## config.mk

```make
export PLATFORM = sky130hd
export DESIGN_NAME = hp_alarm_evlog
export DESIGN_NICKNAME = d
export VERILOG_FILES = /design/src/rtl/hp_alarm_evlog.sv
export SDC_FILE = /design/constraint.sdc
export NUM_CORES = 1
export LEC_CHECK = 0
export ABC_AREA = 1
export BUFFER_PORTS_ARGS = -buffer_cell sky130_fd_sc_hd__buf_2
export CORE_AREA = 3 3 254 256
export CTS_CLUSTER_DIAMETER = 150
export DETAILED_ROUTE_END_ITERATION = 16
export DIE_AREA = 0 0 257 259
export GPL_TIMING_DRIVEN = 0
export HOLD_SLACK_MARGIN = 0.12
export SLEW_MARGIN = 20
export SYNTH_ARGS = -nofsm -noshare
export SYNTH_HDL_FRONTEND = slang
export SYNTH_SLANG_ARGS = --single-unit
```

## constraint.sdc

```tcl
create_clock -name wb_clk_i -period 4.2 [get_ports wb_clk_i]
set_input_delay 0.63 -clock wb_clk_i [delete_from_list [all_inputs] [get_ports wb_clk_i]]
set_output_delay 0.63 -clock wb_clk_i [all_outputs]
set_load 0.02 [all_outputs]
```

## src/rtl/hp_alarm_evlog.sv

```systemverilog
`default_nettype none
// ----------------------------------------------------------------------------
// hp_alarm_evlog : timestamps alarm rising edges into a Wishbone-drained FIFO.
// Optional macro HP_EVLOG_DROP_CTR_EN adds a saturating drop counter.
// Rev 1.0
// ----------------------------------------------------------------------------
module hp_alarm_evlog #(
  parameter logic [31:0] BASE_ADDRESS = 32'h3000_0010,
  parameter int          DEPTH        = 16,
  parameter int          TS_W         = 24
) (
  input  logic        wb_clk_i,
  input  logic        reset,
  input  logic        alarm_i,
  input  logic        wbs_cyc_i,
  input  logic        wbs_stb_i,
  input  logic        wbs_we_i,
  input  logic [31:0] wbs_adr_i,
  input  logic [31:0] wbs_dat_i,
  output logic        wbs_ack_o,
  output logic [31:0] wbs_dat_o,
  output logic        irq_o
);

  localparam int AW = (DEPTH > 1) ? $clog2(DEPTH) : 1;
  localparam int CW = AW + 1;

  logic [2:0]      sync_q, sync_d;
  logic [TS_W-1:0] ts_q, ts_d;
  logic [AW-1:0]   wr_ptr_q, wr_ptr_d, rd_ptr_q, rd_ptr_d;
  logic [CW-1:0]   count_q, count_d;
  logic            enable_q, enable_d;
  logic            irq_en_q, irq_en_d;
  logic            overflow_q, overflow_d;
  logic            ack_q, ack_d;
  logic [31:0]     dat_q, dat_d;
  logic            irq_q, irq_d;
  logic [TS_W-1:0] mem_q [DEPTH];

  logic        addr_ctrl, addr_event, addr_time;
  logic        req, rd_req, ctrl_wr, clear;
  logic        empty, full, alarm_edge, push, pop, drop;
  logic [7:0]  drop_field;
  logic [31:0] status, rdata;
  logic        unused_wdat;

  assign unused_wdat = ^wbs_dat_i[31:3];

  always_comb begin
    addr_ctrl  = (wbs_adr_i == BASE_ADDRESS);
    addr_event = (wbs_adr_i == BASE_ADDRESS + 32'd4);
    addr_time  = (wbs_adr_i == BASE_ADDRESS + 32'd8);
    // Gating with !ack_q turns a held strobe into one completion every two clocks.
    req        = wbs_cyc_i & wbs_stb_i & (addr_ctrl | addr_event | addr_time) & ~ack_q;
    rd_req     = req & ~wbs_we_i;
    ctrl_wr    = req & wbs_we_i & addr_ctrl;
    clear      = ctrl_wr & wbs_dat_i[1];
    empty      = (count_q == '0);
    full       = (count_q == CW'(DEPTH));
    alarm_edge = sync_q[1] & ~sync_q[2];
    pop        = rd_req & addr_event & ~empty;
    // A pop in the same cycle frees the slot, so a full FIFO can still accept.
    push       = alarm_edge & enable_q & (~full | pop) & ~clear;
    drop       = alarm_edge & enable_q & full & ~pop & ~clear;
  end

  always_comb begin
    status        = '0;
    status[0]     = enable_q;
    status[2]     = irq_en_q;
    status[3]     = empty;
    status[4]     = full;
    status[5]     = overflow_q;
    status[15:8]  = 8'(count_q);
    status[23:16] = drop_field;
    if (addr_ctrl) begin
      rdata = status;
    end else if (addr_event) begin
      rdata = empty ? 32'h0 : {1'b1, 7'b0, 24'(mem_q[rd_ptr_q])};
    end else begin
      rdata = 32'(ts_q);
    end
  end

  always_comb begin
    sync_d     = {sync_q[1:0], alarm_i};
    ts_d       = ts_q;
    enable_d   = enable_q;
    irq_en_d   = irq_en_q;
    overflow_d = overflow_q | drop;
    wr_ptr_d   = wr_ptr_q;
    rd_ptr_d   = rd_ptr_q;
    count_d    = count_q;

    if (enable_q) ts_d = ts_q + TS_W'(1);
    if (ctrl_wr) begin
      enable_d = wbs_dat_i[0];
      irq_en_d = wbs_dat_i[2];
    end

    if (clear) begin
      ts_d       = '0;
      overflow_d = 1'b0;
      wr_ptr_d   = '0;
      rd_ptr_d   = '0;
      count_d    = '0;
    end else begin
      if (push) wr_ptr_d = wr_ptr_q + AW'(1);
      if (pop)  rd_ptr_d = rd_ptr_q + AW'(1);
      if (push && !pop)      count_d = count_q + CW'(1);
      else if (pop && !push) count_d = count_q - CW'(1);
    end

    ack_d = req;
    dat_d = rd_req ? rdata : 32'h0;
    irq_d = irq_en_q & ~empty;
  end

  always_ff @(posedge wb_clk_i or posedge reset) begin
    if (reset) begin
      sync_q     <= '0;
      ts_q       <= '0;
      wr_ptr_q   <= '0;
      rd_ptr_q   <= '0;
      count_q    <= '0;
      enable_q   <= 1'b0;
      irq_en_q   <= 1'b0;
      overflow_q <= 1'b0;
      ack_q      <= 1'b0;
      dat_q      <= 32'h0;
      irq_q      <= 1'b0;
    end else begin
      sync_q     <= sync_d;
      ts_q       <= ts_d;
      wr_ptr_q   <= wr_ptr_d;
      rd_ptr_q   <= rd_ptr_d;
      count_q    <= count_d;
      enable_q   <= enable_d;
      irq_en_q   <= irq_en_d;
      overflow_q <= overflow_d;
      ack_q      <= ack_d;
      dat_q      <= dat_d;
      irq_q      <= irq_d;
    end
  end

  // Storage needs no reset: entries are only visible through the pointers.
  always_ff @(posedge wb_clk_i) begin
    if (push) mem_q[wr_ptr_q] <= ts_q;
  end

`ifdef HP_EVLOG_DROP_CTR_EN
  logic [7:0] drop_cnt_q, drop_cnt_d;

  always_comb begin
    drop_cnt_d = drop_cnt_q;
    if (clear)                             drop_cnt_d = 8'h00;
    else if (drop && drop_cnt_q != 8'hFF)  drop_cnt_d = drop_cnt_q + 8'h01;
  end

  always_ff @(posedge wb_clk_i or posedge reset) begin
    if (reset) drop_cnt_q <= 8'h00;
    else       drop_cnt_q <= drop_cnt_d;
  end

  assign drop_field = drop_cnt_q;
`else
  assign drop_field = 8'h00;
`endif

  assign wbs_ack_o = ack_q;
  assign wbs_dat_o = dat_q;
  assign irq_o     = irq_q;

endmodule
`default_nettype wire

```

# Word-level counts from Yosys, hierarchy flattened
# Memory sizes are Yosys's and may differ from the RTL's.
# Index checks and enable logic that the tools add are counted.
# word_totals
register_bits	77
ram_bits	384
in_bits	70
out_inout_bits	34
wordCells	74
mem_count	1
# mem_list
name	depth	width	read_ports	rd_ports_with_merged_regs	write_ports	line_no	text
mem_q	16	24	1	0	1	38	logic [TS_W-1:0] mem_q [DEPTH];
# classes
n_addsub	5
n_eq_ne	4
muxes	16
bitwise_logic	28
n_reduce_logical	9
# op_table
op	n
$mux W32	4
$eq A32 B30 Y1 const B	3
$mux W24	2
$add A24 B1 Y24 const B	1
$and A1 B1 Y1	17
$mux W4	4
$mux W5	3
$add A4 B1 Y4 const B	2
$not A1 Y1	7
$reduce_bool A2 Y1	3
$add A5 B1 Y5 const B	1
$eq A5 B5 Y1 const B	1
$logic_not A5 Y1	1
$sub A5 B1 Y5 const B	1
$or A1 B1 Y1	4
$mux W1	3
$reduce_bool A3 Y1	1
$logic_and A1 B1 Y1	2
$logic_not A1 Y1	2

# Logic depth before layout (Yosys ltp)
# depth
depth_word	16
ltp_mapped	19
depth_no_buf	19

# Least setup slack after synthesis
# Ideal clock, no wire load.
# synth_timing
kind	input to register
startpoint	input port wbs_adr_i[16]
endpoint	memory mem_q[12][0] (enable)
setup_time_ns	0.435
arrival_ns	3.427
required_ns	3.765
setup_slack_ns	0.338
stages	10
n_path_buf	1
path_cell_list	nor2_1 > nand2_1 > nor2_2 > nand2_2 > nor2_4 > nand4_4 > a21oi_4 > nand2_2 > buf_4 > nor3_1
# synth_between
elab_chain_len	13
word_cells_on_any_way	19
cone_classes	eq/ne (3); mux (2); bitwise (14)
# synth_lines
item	line_no	text
start: declaration	18	input logic [31:0] wbs_adr_i,
$eq A32 B30 Y1 (on tied branches)	50, 51	
$or A1 B1 Y1 (2 in a row)	54	req = wbs_cyc_i & wbs_stb_i & (addr_ctrl | addr_event | addr_time) & ~ack_q;
$and A1 B1 Y1 (2 in a row)	54	
$and A1 B1 Y1	55	rd_req = req & ~wbs_we_i;
$and A1 B1 Y1 (2 in a row)	61	pop = rd_req & addr_event & ~empty;
$or A1 B1 Y1	63	push = alarm_edge & enable_q & (~full | pop) & ~clear;
$and A1 B1 Y1	63	
$and A1 B1 Y1 *	63	
$mux W1 *	149	if (push) mem_q[wr_ptr_q] <= ts_q;
$mux W1 (not written as such) *	149	
end: declaration	38	
# Every way passes the cells marked *; elsewhere a longest branch is shown, timed or not.

# Final worst setup path
# layout_timing
startpoint	register count_q[0]
endpoint	memory mem_q[15][21] (enable)
# layout_between
elab_chain_len	8
word_cells_on_any_way	10
cone_classes	eq/ne (1); mux (2); bitwise (6); reduce/logical (1)
# layout_lines
item	line_no	text
start: declaration	31	logic [CW-1:0] count_q, count_d;
start signal: assignment	137	count_q <= count_d;
$logic_not A5 Y1	58	empty = (count_q == '0);
$not A1 Y1	61	
$and A1 B1 Y1	61	
$or A1 B1 Y1 *	63	
$and A1 B1 Y1 * (2 in a row)	63	
$mux W1 *	149	
$mux W1 (not written as such) *	149	
# Marked as above.

==> run_results.csv <==
group,metric,value,unit
final_layout,num-nets-final,1817,
detailed_routing,drt_pass1_iterations,5,
global_routing,antenna_found_initial,0,
sta,final-max-slew-violation-count,0,
outcome,status,"finished, final reports clean",
cts,numCtsBuffers,45,
global_routing,largest_net_degree_at_the_start_of_global_routing,57,
setup_path,rr_worst_depth,10,
sta,period_utilization_post_route,0.750,
global_routing,groute.usage.overall,0.167,
pwr,power_density,399,mW/mm²
detailed_routing,post_drt_via_cell_ratio,5.11,
hold_path,worstHoldEndpoint,"sync_q[0]",
cts,number_of_sinks_handled_by_clock_tree_synthesis,454,
detailed_routing,drtAntennaViolNets,0,
yosys,postSynthCellCount,1556,
yosys,synth_top_area_cell,"edfxtp_1",
cts,clock_tree_from_tritoncts,"done",
hold_path,worstHoldStart,"alarm_i",
setup_path,worstSetupStartpointType,"flop",
cts,cts_htree_levels,2,
floorplan,fp.dieW,257,µm
yosys,post_synth_main_area_contributors,"edfxtp_1 (62%), dfrtp_1 (9.4%), o21ai_0 (5.1%)",
sta,timing.final.crit_period,3.15,ns
yosys,syn-cell-area,0.0187,mm²
yosys,most_numerous_cell_in_the_yosys_netlist,"edfxtp_1",
sta,maxClockFrequency,0.317,GHz
floorplan,rows,92,
yosys,ys_top_cells_by_count,"edfxtp_1 (384), nor2_1 (219), o21ai_0 (191)",
placement,portBuffers,67,
sta,tightest_slew,1.00,ns
floorplan,die_y,259,µm
final_layout,area_growth_syn_to_layout,18.6,%
cts,clock_path_buffers,3,
detailed_routing,wl_per_cell,21.4,µm
floorplan,boundaryPins,104,
yosys,synth_enable_flop_cells,384,
setup_path,timing.critical_path.to_type,"flop",
yosys,post_synth.cell_area_avg,12.0,µm²
yosys,synth_top_area_frac,0.616,
placement,post-place-cells,2534,
yosys,synth-warning-count,0,
setup_path,regToRegSetupSlack,1.05,ns
global_routing,grt_pass1_vias,13000,
setup_path,critical_path_peak_fanout,10,
yosys,synthDistinctLibCells,47,
detailed_routing,wl,56.2,mm
final_layout,final_cell_count_no_fill,2619,
setup_path,worstSetupPathType,"flop to flop",
setup_path,worst-endpoint-required,4.48,ns
detailed_routing,first_iter_violations,1482,
cts,insertion_delay,0.57,ns
setup_path,worstReg2RegEnd,"mem_q[15][21]",
floorplan,fp.dieArea,0.0666,mm²
floorplan,floorplan.initialDensity,0.299,
final_layout,antenna_cells,0,
cts,path_clk_slew,0.07,ns
detailed_routing,routed-via-count,13400,
global_routing,overflow,0,
setup_path,timing.rr.start,"count_q[0]",
yosys,synth-seq-area-share,0.709,
hold_path,type_of_the_tightest_min_delay_check,"input port to flop",
pwr,fin_total_pwr,8.88,mW
sta,fin_worst_skew,0.0148,ns
sta,hold_viol,0,
cts,ctsRootBufferMaster,"clkbuf_16",
sta,setup_viol,0,
placement,hpwlAfterDp,39.4,mm
final_layout,drive_above_1_share,0.158,
setup_path,worst_path_arrival,3.43,ns
yosys,asyncSetResetFlopFracSynth,0.154,
sta,totalNegativeSetupSlack,0,ns
final_layout,multiInputGateArea,0.00482,mm²
placement,place.gp.congestion,0.846,
sta,unrepaired_setup_endpoints_after_global_routing,"false",
sta,max-slew-margin-rel,0.332,
pwr,leakage,7.60,nW
final_layout,fillCellCount,6079,
floorplan,area_of_the_core,0.0627,mm²
pwr,power.ir.vdd_worst,264,µV
global_routing,grt_first_pass_wirelength,83.9,mm
hold_path,hold_path_depth,1,
yosys,ys_ff_latch,454,
job,max-cap-violations,0,
final_layout,area.sequential,0.0133,mm²
detailed_routing,drcViolationCount,0,
yosys,yosys_most_used_dff,"edfxtp_1",
-- cells by family after synthesis --
kind of cell	Yosys count	synth area share
compound gates	395	0.124
xor+xnor	5	0.00234
fa+ha+maj	11	0.00775
buf+inv	180	0.0393
flops	454	0.709
mux	1	0.000601
other cells	1	0.000200
simple gates	509	0.117
-- registers in the layout, summed over array words and instances (netlist names) --
register / flops
mem_q: 384
wbs_dat_o: 25
ts_q: 24
count_q: 5
rd_ptr_q: 4
wr_ptr_q: 4
sync_q: 3
enable_q: 1
irq_en_q: 1
irq_o: 1
overflow_q: 1
wbs_ack_o: 1
-- worst max path at each step --
| stage | cells past startpoint | from | slack (ns) | endpoint |
|---|---|---|---|---|
| 2_1_floorplan | 10 | wbs_adr_i[16] | 0.34 | mem_q[12][0] |
| 3_3_place_gp | 11 | wbs_adr_i[16] | -2.28 | mem_q[3][18] |
| 3_5_place_dp | 14 | wbs_adr_i[1] | 0.53 | mem_q[15][21] |
| 4_1_cts | 9 | wbs_ack_o | 1.07 | mem_q[15][21] |
| 5_1_grt | 9 | count_q[0] | 0.90 | mem_q[7][8] |
| 6_report | 10 | count_q[0] | 1.05 | mem_q[15][21] |
-- critical path, stage by stage (launching register included) --
cell,delay (ns)
dfrtp_1,0.47
inv_1,0.11
nand4_1,0.20
nand4_4,0.18
a21oi_4,0.31
nand2_2,0.21
buf_4,0.24
nor3_2,0.58
buf_6,0.25
buf_6,0.15
buf_4,0.16
-- through the flow --
step	instance area, µm²	hold WS (ns)	worst slack (ns)	utilization
2_1_floorplan	18800	0.331	0.338	-
3_3_place_gp	20100	0.337	-2.28	0.321
3_5_place_dp	20700	0.342	0.532	0.331
4_1_cts	22200	0.157	1.07	0.354
5_1_grt	22200	0.164	0.902	0.354
6_report	22200	0.180	1.05	0.354
-- timing repair --
item,4_1_cts,5_1_grt
hold buffers,1,0
gates resized for setup,0,0
buffers inserted,0,0
hold endpoints to repair,14,0
-- layer usage --
layer	global-route usage	vias up	wire, µm
li1	-	5994	-
met1	0.221	6579	22700
met3	0.0268	105	5000
met2	0.278	695	26700
met4	0.0557	0	1740
met5	0	-	0
-- layout by cell type, fill, tap and decap left out, drive strengths merged, types with 4 or more instances in the layout --
cell	instances
clkbuf	122
edfxtp	384
dfrtp	70
o22ai	31
conb	7
inv	89
nor2	231
a221oi	11
o221ai	34
nand2	171
nor3	24
ha	10
clkinv	17
a21oi	84
buf	157
nand3	64
a211oi	4
nand4	12
o21ai	198
o211ai	21
-- report_power, final --
part | leakage, nW | internal, mW | switching, mW
combinational | 2.84 | 0.0274 | 0.0426
clock | 0.716 | 2.28 | 1.70
sequential | 4.04 | 4.83 | 0.000524
-- layout make-up --
| type | count | area share |
|---|---|---|
| clock buffers | 64 | 0.0585 |
| inverters | 91 | 0.0155 |
| repair buffers | 127 | 0.0389 |
| plain buffers | 89 | 0.0177 |
| well taps | 846 | 0.0476 |
| multi-input cells | 928 | 0.217 |
| clock inverters | 20 | 0.00710 |
| flip-flops and latches | 454 | 0.598 |
Power figures use the tool's default switching activity.
